==> config.mk <==
export PLATFORM = sky130hd
export DESIGN_NAME = alu_control_sequencer
export DESIGN_NICKNAME = d
export VERILOG_FILES = /design/src/rtl/alu_control_sequencer_pkg.sv /design/src/rtl/alu_control_sequencer_dec_4_16.sv /design/src/rtl/alu_control_sequencer.sv
export SDC_FILE = /design/constraint.sdc
export NUM_CORES = 1
export LEC_CHECK = 0
export ABC_AREA = 1
export BUFFER_PORTS_ARGS = -buffer_cell sky130_fd_sc_hd__buf_2
export CELL_PAD_IN_SITES_DETAIL_PLACEMENT = 0
export CELL_PAD_IN_SITES_GLOBAL_PLACEMENT = 1
export CORE_MARGIN = 2
export CORE_UTILIZATION = 23
export DETAILED_ROUTE_END_ITERATION = 8
export GPL_ROUTABILITY_DRIVEN = 0
export PLACE_DENSITY_LB_ADDON = 0.1
export SYNTH_ARGS = -nofsm -noshare
export SYNTH_HDL_FRONTEND = slang
export SYNTH_SLANG_ARGS = --single-unit
export TNS_END_PERCENT = 30
==> constraint.sdc <==
create_clock -name clk -period 1.35 [get_ports clk]
set_input_delay 0.135 -clock clk [delete_from_list [all_inputs] [get_ports clk]]
set_output_delay 0.135 -clock clk [all_outputs]
set_load 0.03 [all_outputs]
==> src/rtl/alu_control_sequencer_pkg.sv <==
`default_nettype none
// ============================================================================
// Module   : alu_control_sequencer_pkg
// Purpose  : Shared CPU definitions for the hardwired control sequencer:
//            the ALU opcode values, the sequencer state encoding, the IR field
//            bit positions and the legal-opcode check.
// Ports    : none (package)
// Revision : 1.0 - initial release
// ============================================================================
package alu_control_sequencer_pkg;

    // ALU opcodes accepted for reg-reg execution
    localparam logic [4:0] OP_ADD = 5'd3;
    localparam logic [4:0] OP_SUB = 5'd4;
    localparam logic [4:0] OP_SHR = 5'd5;
    localparam logic [4:0] OP_SHL = 5'd6;
    localparam logic [4:0] OP_ROR = 5'd7;
    localparam logic [4:0] OP_ROL = 5'd8;
    localparam logic [4:0] OP_AND = 5'd9;
    localparam logic [4:0] OP_OR  = 5'd10;

    // IR field positions
    localparam int OPCODE_MSB = 31;
    localparam int OPCODE_LSB = 27;
    localparam int RA_MSB     = 26;
    localparam int RA_LSB     = 23;
    localparam int RB_MSB     = 22;
    localparam int RB_LSB     = 19;
    localparam int RC_MSB     = 18;
    localparam int RC_LSB     = 15;
    localparam int REG_SEL_W  = 4;

    // Sequencer states, 3-bit encoding
    typedef enum logic [2:0] {
        S_IDLE = 3'd0,
        S_T0   = 3'd1,
        S_T1   = 3'd2,
        S_T2   = 3'd3,
        S_T3   = 3'd4,
        S_T4   = 3'd5,
        S_T5   = 3'd6,
        S_HALT = 3'd7
    } state_t;

    function automatic logic is_legal_op(input logic [4:0] op);
        logic legal;
        legal = 1'b0;
        case (op)
            OP_ADD, OP_SUB, OP_SHR, OP_SHL,
            OP_ROR, OP_ROL, OP_AND, OP_OR: legal = 1'b1;
            default:                       legal = 1'b0;
        endcase
        return legal;
    endfunction

endpackage
`default_nettype wire

==> src/rtl/alu_control_sequencer_dec_4_16.sv <==
`default_nettype none
// ============================================================================
// Module   : dec_4_16
// Purpose  : 4-bit register field to one-hot register select, gated by an
//            enable so the sequencer can tie each decode to one state.
// Ports    : sel    in  4      register number from an IR field
//            en     in  1      decode enable (all outputs 0 when low)
//            onehot out WIDTH  one-hot register select
// Revision : 1.0 - initial release
// ============================================================================
module dec_4_16
    import alu_control_sequencer_pkg::*;
#(
    parameter int WIDTH = 16
) (
    input  logic [REG_SEL_W-1:0] sel,
    input  logic                 en,
    output logic [WIDTH-1:0]     onehot
);

    for (genvar i = 0; i < WIDTH; i++) begin : g_bit
        assign onehot[i] = en && (sel == REG_SEL_W'(i));
    end

endmodule
`default_nettype wire

==> src/rtl/alu_control_sequencer.sv <==
`default_nettype none
// ============================================================================
// Module   : alu_control_sequencer
// Purpose  : Hardwired control FSM that fetches the instruction at PC through
//            a MAR/MDR memory handshake and then executes Ra <= Rb op Rc,
//            driving the datapath bus selects and register load strobes.
// Ports    : clk                    in  system clock
//            clr                    in  synchronous active-low reset
//            run                    in  start/continue, sampled in IDLE and T5
//            ir[31:0]               in  IR contents (opcode, Ra, Rb, Rc)
//            mem_ready              in  memory data valid this cycle
//            mem_read               out memory read request (address = MAR)
//            pc_out/zlo_out/mdr_out out bus source selects
//            mar_in/pc_enable/pc_increment/mdr_enable/mdr_read/ir_enable/
//            y_enable/zlo_enable    out register load strobes and MDR mux
//            op_code[4:0]           out ALU operation (T4 only)
//            r_enable/r_out         out one-hot GPR load / bus drive
//            busy                   out high outside IDLE and HALT
//            illegal/mem_err        out sticky error flags
// Revision : 1.0 - initial release
// ============================================================================
module alu_control_sequencer
    import alu_control_sequencer_pkg::*;
#(
    parameter int NUM_REGS    = 16,
    parameter int MEM_TIMEOUT = 15
) (
    input  logic                clk,
    input  logic                clr,
    input  logic                run,
    input  logic [31:0]         ir,
    input  logic                mem_ready,
    output logic                mem_read,
    output logic                pc_out,
    output logic                zlo_out,
    output logic                mdr_out,
    output logic                mar_in,
    output logic                pc_enable,
    output logic                pc_increment,
    output logic                mdr_enable,
    output logic                mdr_read,
    output logic                ir_enable,
    output logic                y_enable,
    output logic                zlo_enable,
    output logic [4:0]          op_code,
    output logic [NUM_REGS-1:0] r_enable,
    output logic [NUM_REGS-1:0] r_out,
    output logic                busy,
    output logic                illegal,
    output logic                mem_err
);

    localparam bit                 TIMEOUT_EN  = (MEM_TIMEOUT > 0);
    localparam int                 CNT_W       = (MEM_TIMEOUT > 1) ? $clog2(MEM_TIMEOUT + 1) : 1;
    localparam logic [CNT_W-1:0]   TIMEOUT_VAL = CNT_W'(MEM_TIMEOUT);

    state_t           r_state;
    logic [CNT_W-1:0] r_wait_cnt;

    logic [4:0]            w_opcode;
    logic                  w_op_legal;
    logic [NUM_REGS-1:0]   w_rb_sel;
    logic [NUM_REGS-1:0]   w_rc_sel;
    logic                  unused_ir_low;

    assign w_opcode      = ir[OPCODE_MSB:OPCODE_LSB];
    assign w_op_legal    = is_legal_op(w_opcode);
    assign unused_ir_low = ^ir[RC_LSB-1:0];

    // ------------------------------------------------------------------
    // State register, wait counter and sticky error flags
    // ------------------------------------------------------------------
    always_ff @(posedge clk) begin
        if (!clr) begin
            r_state    <= S_IDLE;
            r_wait_cnt <= '0;
            illegal    <= 1'b0;
            mem_err    <= 1'b0;
        end else begin
            case (r_state)
                S_IDLE: if (run) r_state <= S_T0;
                S_T0: begin
                    r_state    <= S_T1;
                    r_wait_cnt <= '0;
                end
                S_T1: begin
                    // A late mem_ready still wins on the final counted cycle
                    if (mem_ready) begin
                        r_state <= S_T2;
                    end else if (TIMEOUT_EN && (r_wait_cnt == TIMEOUT_VAL)) begin
                        mem_err <= 1'b1;
                        r_state <= S_HALT;
                    end else if (TIMEOUT_EN) begin
                        r_wait_cnt <= r_wait_cnt + 1'b1;
                    end
                end
                S_T2: r_state <= S_T3;
                S_T3: begin
                    if (w_op_legal) begin
                        r_state <= S_T4;
                    end else begin
                        illegal <= 1'b1;
                        r_state <= S_HALT;
                    end
                end
                S_T4:    r_state <= S_T5;
                S_T5:    r_state <= run ? S_T0 : S_IDLE;
                S_HALT:  r_state <= S_HALT;
                default: r_state <= S_IDLE;
            endcase
        end
    end

    // ------------------------------------------------------------------
    // Register-field decoders, each tied to the single state that uses it
    // ------------------------------------------------------------------
    dec_4_16 #(.WIDTH(NUM_REGS)) u_dec_ra (
        .sel    (ir[RA_MSB:RA_LSB]),
        .en     (r_state == S_T5),
        .onehot (r_enable)
    );

    // Rb is only driven when the opcode is legal so an illegal decode
    // leaves the bus idle
    dec_4_16 #(.WIDTH(NUM_REGS)) u_dec_rb (
        .sel    (ir[RB_MSB:RB_LSB]),
        .en     ((r_state == S_T3) && w_op_legal),
        .onehot (w_rb_sel)
    );

    dec_4_16 #(.WIDTH(NUM_REGS)) u_dec_rc (
        .sel    (ir[RC_MSB:RC_LSB]),
        .en     (r_state == S_T4),
        .onehot (w_rc_sel)
    );

    assign r_out = w_rb_sel | w_rc_sel;

    // ------------------------------------------------------------------
    // Strobe decode of the state register
    // ------------------------------------------------------------------
    always_comb begin
        mem_read     = 1'b0;
        pc_out       = 1'b0;
        zlo_out      = 1'b0;
        mdr_out      = 1'b0;
        mar_in       = 1'b0;
        pc_enable    = 1'b0;
        pc_increment = 1'b0;
        mdr_enable   = 1'b0;
        mdr_read     = 1'b0;
        ir_enable    = 1'b0;
        y_enable     = 1'b0;
        zlo_enable   = 1'b0;
        op_code      = 5'd0;
        busy         = (r_state != S_IDLE) && (r_state != S_HALT);
        case (r_state)
            S_T0: begin
                pc_out       = 1'b1;
                mar_in       = 1'b1;
                pc_enable    = 1'b1;
                pc_increment = 1'b1;
            end
            S_T1: begin
                mem_read   = 1'b1;
                // MDR captures data_in in the same cycle the responder
                // presents it
                mdr_read   = mem_ready;
                mdr_enable = mem_ready;
            end
            S_T2: begin
                mdr_out   = 1'b1;
                ir_enable = 1'b1;
            end
            S_T3: y_enable = w_op_legal;
            S_T4: begin
                op_code    = w_opcode;
                zlo_enable = 1'b1;
            end
            S_T5:    zlo_out = 1'b1;
            default: ;
        endcase
    end

endmodule
`default_nettype wire

## Yosys cells after proc, flatten, opt, wreduce, memory -nomap -nowiden

Memories as Yosys holds them, arrays and structs flattened.
Cells that the tools add are included.

| word-level totals | value |
|---|---|
| bits in registers | 9 |
| latch bits | 0 |
| memory bits (writable) | 0 |
| ROM bits | 16 |
| bits of input ports | 36 |
| output and inout port bits | 52 |
| word-level logic and storage cells | 145 |
| memories | 1 |

| cells by class | value |
|---|---|
| add/sub/neg operators | 1 |
| multiply operators | 0 |
| div/mod/pow operators | 0 |
| order comparisons | 0 |
| equal/unequal tests | 58 |
| shift operators | 0 |
| muxes and demuxes | 18 |
| bitwise gates (word level) | 3 |
| reduce and logical (&&, ||, !) cells | 60 |

Memory list:

| name | words | width | rd ports | clocked after memory_dff | write ports | RTL line | RTL |
|---|---|---|---|---|---|---|---|
| (name not given) | 16 | 1 | 1 | 0 | 0 | alu_control_sequencer_pkg.sv:48 | `case (op)` |

Operators by type and width:

| operator | count |
|---|---|
| $eq A4 B4 Y1 const B | 25 |
| $logic_and A1 B1 Y1 | 50 |
| $eq A4 B3 Y1 const B | 12 |
| $eq A4 B2 Y1 const B | 6 |
| $pmux W3 S8 | 1 |
| $or A16 B16 Y16 | 1 |
| $eq A3 B3 Y1 const B | 4 |
| $eq A4 B1 Y1 const B | 3 |
| $logic_not A4 Y1 | 3 |
| $mux W1 | 9 |
| $mux W3 | 3 |
| $mux W4 | 2 |
| $pmux W4 S2 | 1 |
| $eq A3 B2 Y1 const B | 2 |
| $ne A2 B2 Y1 const B | 3 |
| $ne A3 B3 Y1 const B | 2 |
| $reduce_and A3 Y1 | 2 |
| $mux W5 | 1 |
| $add A4 B1 Y4 const B | 1 |
| $reduce_and A2 Y1 | 2 |
| $eq A3 B1 Y1 const B | 1 |
| $logic_not A3 Y1 | 1 |
| $reduce_bool A3 Y1 | 1 |
| $mux W2 | 1 |
| 2 further kinds | 3 |

## Depth between registers and ports, before layout

An unclocked memory read counts as a cell.

| logic depth | value |
|---|---|
| depth in word-level cells | 5 |
| depth in mapped cells | 8 |
| gate-level depth less buffers | 7 |

## Modules after synthesis

A second synthesis with hierarchy kept.

| second synthesis, totals | value |
|---|---|
| cells, all modules | 212 |
| area, all modules | 1124.8 um2 |

By module, submodules not included:

| module | times used | cells each | area each (um2) |
|---|---|---|---|
| alu_control_sequencer | 1 | 116 | 745.7 |
| dec_4_16 | 3 | 32 | 126.4 |

## Least setup slack after synthesis

OpenSTA, ideal clock, no wires.

| path | value |
|---|---|
| path type | flip-flop to output port |
| from | register r_state[0] |
| to | output port mdr_out |
| arrival time | 1549 ps |
| setup slack | -334 ps |
| stages on the path, launching flop included | 4 |
| buffers on the path | 1 |
| cells stage by stage | dfxtp_1 > inv_1 > nor3_1 > buf_4 |

| between the ends | value |
|---|---|
| longest elaborated chain between the ends | 2 |

Ends and longest elaborated chain:

| item | RTL line | RTL |
|---|---|---|
| start, declared | alu_control_sequencer.sv:57 | `state_t r_state;` |
| start signal, assigned | alu_control_sequencer.sv:107 | `S_T5: r_state <= run ? S_T0 : S_IDLE;` |
| $eq A3 B2 Y1 | - |  |
| $mux W1 | - |  |
| end, declared | alu_control_sequencer.sv:36 | `output logic mdr_out,` |

Every way passes these cells.

## Worst setup path in the final report

| path | value |
|---|---|
| from | register r_state[0] |
| to | output port r_out[10] |

| between the ends | value |
|---|---|
| longest elaborated chain between the ends | 4 |

Ends and longest elaborated chain:

| item | RTL line | RTL |
|---|---|---|
| $eq A3 B3 Y1 | alu_control_sequencer.sv:127 | `.en ((r_state == S_T3) && w_op_legal),` |
| $logic_and A1 B1 Y1 | alu_control_sequencer.sv:127 |  |
| $logic_and A1 B1 Y1 | alu_control_sequencer_dec_4_16.sv:22 | `assign onehot[i] = en && (sel == REG_SEL_W'(i));` |
| $or A16 B16 Y16 (*) | alu_control_sequencer.sv:137 | `assign r_out = w_rb_sel \| w_rc_sel;` |
| end, declared | alu_control_sequencer.sv:47 | `output logic [NUM_REGS-1:0] r_out,` |

Mark *: on every way between the ends. The rest lies on a longest branch, timed or not.

==> impl_results.md <==
- Post-synthesis sequential area ratio: 0.1706
- Layout cell share with drive strength beyond 1: 0.5893
- Area post-placement: 1821 µm²
- Syn Nets: 232
- Int Pwr: 1.257 mW
- Max cap viols: 0
- Minimum clock period: approximately 1600 ps
- Failing checks: negative setup slack
- Synth async-reset ratio: 0
- Core Util, Final: 0.5128
- Final setup fails: 52
- Vias per cell: 4.473
- Drt pass-1 iters: 4
- Design Area, Final: about 2200 µm²
- Slew HR: 0.7407
- R2r setup slk: -30 ps
- Hold_sp: clr
- CTS H-tree depth: 1
- Wire per inst: 11.55 µm
- Starting Density: 0.2409
- TritonCTS clock tree: done
- RSZ-0062 raised after global routing: yes
- Top cells by area, synth: dfxtp_1 17%, nand2_1 17%, nor2_1 14%, inv_1 12%, nand3_1 7.1%
- Worst slew pin tran: 387.6 ps
- Dpl cells: 321
- Initial drt markers: 35
- Power per Cell Area: 1125 nW/µm²
- Status: finished with violations
- Vias in the first global route: 1395
- Antenna diodes: 0
- Rows: 24
- Sequential Power Share: 0.186
- Arrival time at the worst endpoint: 1480 ps
- Leading area contributor after synthesis: dfxtp_1
- Crit-path cells: nand2_4 -> nor2_4 -> inv_4 -> nor3_4 -> buf_6 -> nand2_2 -> o21ai_4 -> buf_6
- Final-stage net count: 318
- Sw Share: 0.5030
- CTS Buf Count: 3
- Most frequent cells after synthesis: 48 x nand2_1, 39 x nor2_1, 33 x inv_1, 15 x nand3_1, 9 x dfxtp_1
- Final hold vios: 0
- Synthesized flop and latch total: 9
- Syn Std Cell Area: 1056 µm²
- Buffers and inverters on the worst path: 3
- CP max-delay cell: dfxtp_4
- CP max FO: 5
- HP Class: in2reg
- Worst reg2reg path depth: 8
- Num ports: 88
- DRC: 0
- Die Y: just over 70 µm
- Clk pwr share: 0.127
- Post-Layout Cell Count: 332
- Crit path max-delay family: simple AND/OR/NAND/NOR gates
- Initial antenna violation count: 0
- Comb power frac: 0.687
- WHS Path Cells: 3
- Slowest stage delay, CP: ~370 ps
- Post-synth top area share: 0.1706
- Most numerous cell in the Yosys netlist: nand2_1
- Main combinational cell family by area after synthesis: simple AND/OR/NAND/NOR gates
- Maximum vdd drop: 1.220 mV
- Fin worst setup slack: -260.7 ps
- Die area: just over 5000 µm²
- CTS clk-pin slew, worst paths: 50 ps
- Largest net degree at the start of global routing: 10
- DRT Wirelength: 3835 µm
- Setup CP Type: reg2out
- Post-synth top flop: dfxtp_1
- PortBufs: 72
- Synth Area in Compound Gates: 0.09834
- Clock root cell: clkbuf_8
- Detailed placement HPWL: 3058 µm
- Post-synthesis xor/xnor area fraction: 0
- Period utilization: 1.193
- Later-pin clock latency in the skew report: 240 ps
- Synth warnings: 0
- Maximum clock path buffer count: 2
- F_max: around 620 MHz
- NetSw: 1.272 mW
- Adder-Cell Fraction of Synth Area: 0.01185
- WHS Endpoint: r_state[2]
- Critical Path Most Common Cell: buf_6
- GRT overflow: 0
- R2r endpoint: r_wait_cnt[1]
- CTS Sinks: 9
- Mapped Cells: 195
- Clock skew: between 5 and 6 ps
- Syn_area_per_cell: 5.415 µm²
- Simple-Gate Fraction of Synth Area: 0.5379
- Distinct cells, synth: 23
- CP Capture Type: output port
- WP data required: 1220 ps
- First-pass GRT wire length: 6030 µm
- CTS Hold Buffers Added: 0
- Slew Viols, Final: 0
- Hold WS: about 140 ps
- Worst flop-to-flop path startpoint: r_state[2]
- Vias: roughly 1500
- Die width: just over 70 µm
- Total track usage: 0.1430
- Antenna-violating nets left: 0
- Area growth syn-to-layout: 112.9%
- EDFF count, synth: 0
- Startpoint Class: register
- Post-synthesis mux area share: 0
- Static leakage: 1.054 nW
- Core ar.: around 4400 µm²
==> power by group through the flow <==
stage / registers (mW) / clock network (mW) / logic [mW]
final: 0.470 / 0.321 / 1.74
after global routing: 0.479 / 0.346 / 1.87
after CTS: 0.486 / 0.333 / 1.58
after detailed placement: 0.465 / 0 / 1.39
after global placement: 0.465 / 0 / 1.40
after floorplan: 0.449 / 0 / 1.04
==> how the worst max path moves through the flow <==
stage,start,to,slack [ps],cells after the start
after global routing,r_state[0],r_out[2],-350,8
after CTS,r_state[0],r_out[6],-270,7
final,r_state[0],r_out[10],-260,8
after detailed placement,r_state[1],r_out[4],-90,6
after floorplan,r_state[2],r_out[4],-50,7
after global placement,r_state[1],r_out[12],-70,6
==> tightest hold or removal path: stages <==
cell,delay [ps]
buf_2,110
o31ai_1,60
a21oi_1,40
==> state kept, by name, indices dropped and copies added (netlist names) <==
| signal | cells |
|---|---|
| r_wait_cnt | 4 |
| illegal | 1 |
| mem_err | 1 |
| r_state | 3 |
==> cell families after synthesis <==
family / Yosys count
and+or+nand+nor: 122
AOI/OAI and AO/OA: 19
buffers and inverters: 44
adders and majority gates: 1
DFF: 9
==> layout make-up <==
class                      instances  area [µm²]
timing repair buffer              89       764.5
inverter                          36       145.1
fill                             419        2136
tap                               52       65.06
clock buffer                       4       45.04
sequential                         9       191.4
multi-input combinational        142        1037
==> through the flow <==
step           power (mW)  worst slack (ps)  setup TNS [ps]
4_1_cts             2.398            -265.5           -6931
5_1_grt             2.693            -349.9          -10590
6_report            2.529            -260.7           -7051
3_3_place_gp        1.869            -70.99          -972.8
3_5_place_dp        1.855            -92.49          -856.8
2_1_floorplan       1.485            -53.39          -600.5
==> placed cells by master (no fill, tap or decap), drive strengths merged, types with 4 or more instances in the layout <==
cell type,count
nand4,5
nand3,15
inv,35
clkbuf,4
dfxtp,9
a21oi,6
o21ai,11
buf,89
nor3,7
nor2,43
nand2,52
==> timing repair <==
item,CTS,global route
endpoints found under the setup margin,48,52
cloned,0,1
gates resized for setup,91,20
pin swaps,12,8
endpoints found under the hold margin,0,0
buffers inserted,2,4
==> routing by layer <==
layer	GRT usage	wire length, µm	part of all wire	vias to the layer above
met2	0.2551	1958	0.51	52
met3	0.03376	285	0.074	0
met4	0.02516	0	0	0
met5	0	0	0	-
li1	-	-	-	768
met1	0.1763	1591	0.41	665
(Power assumes the default switching activity.)
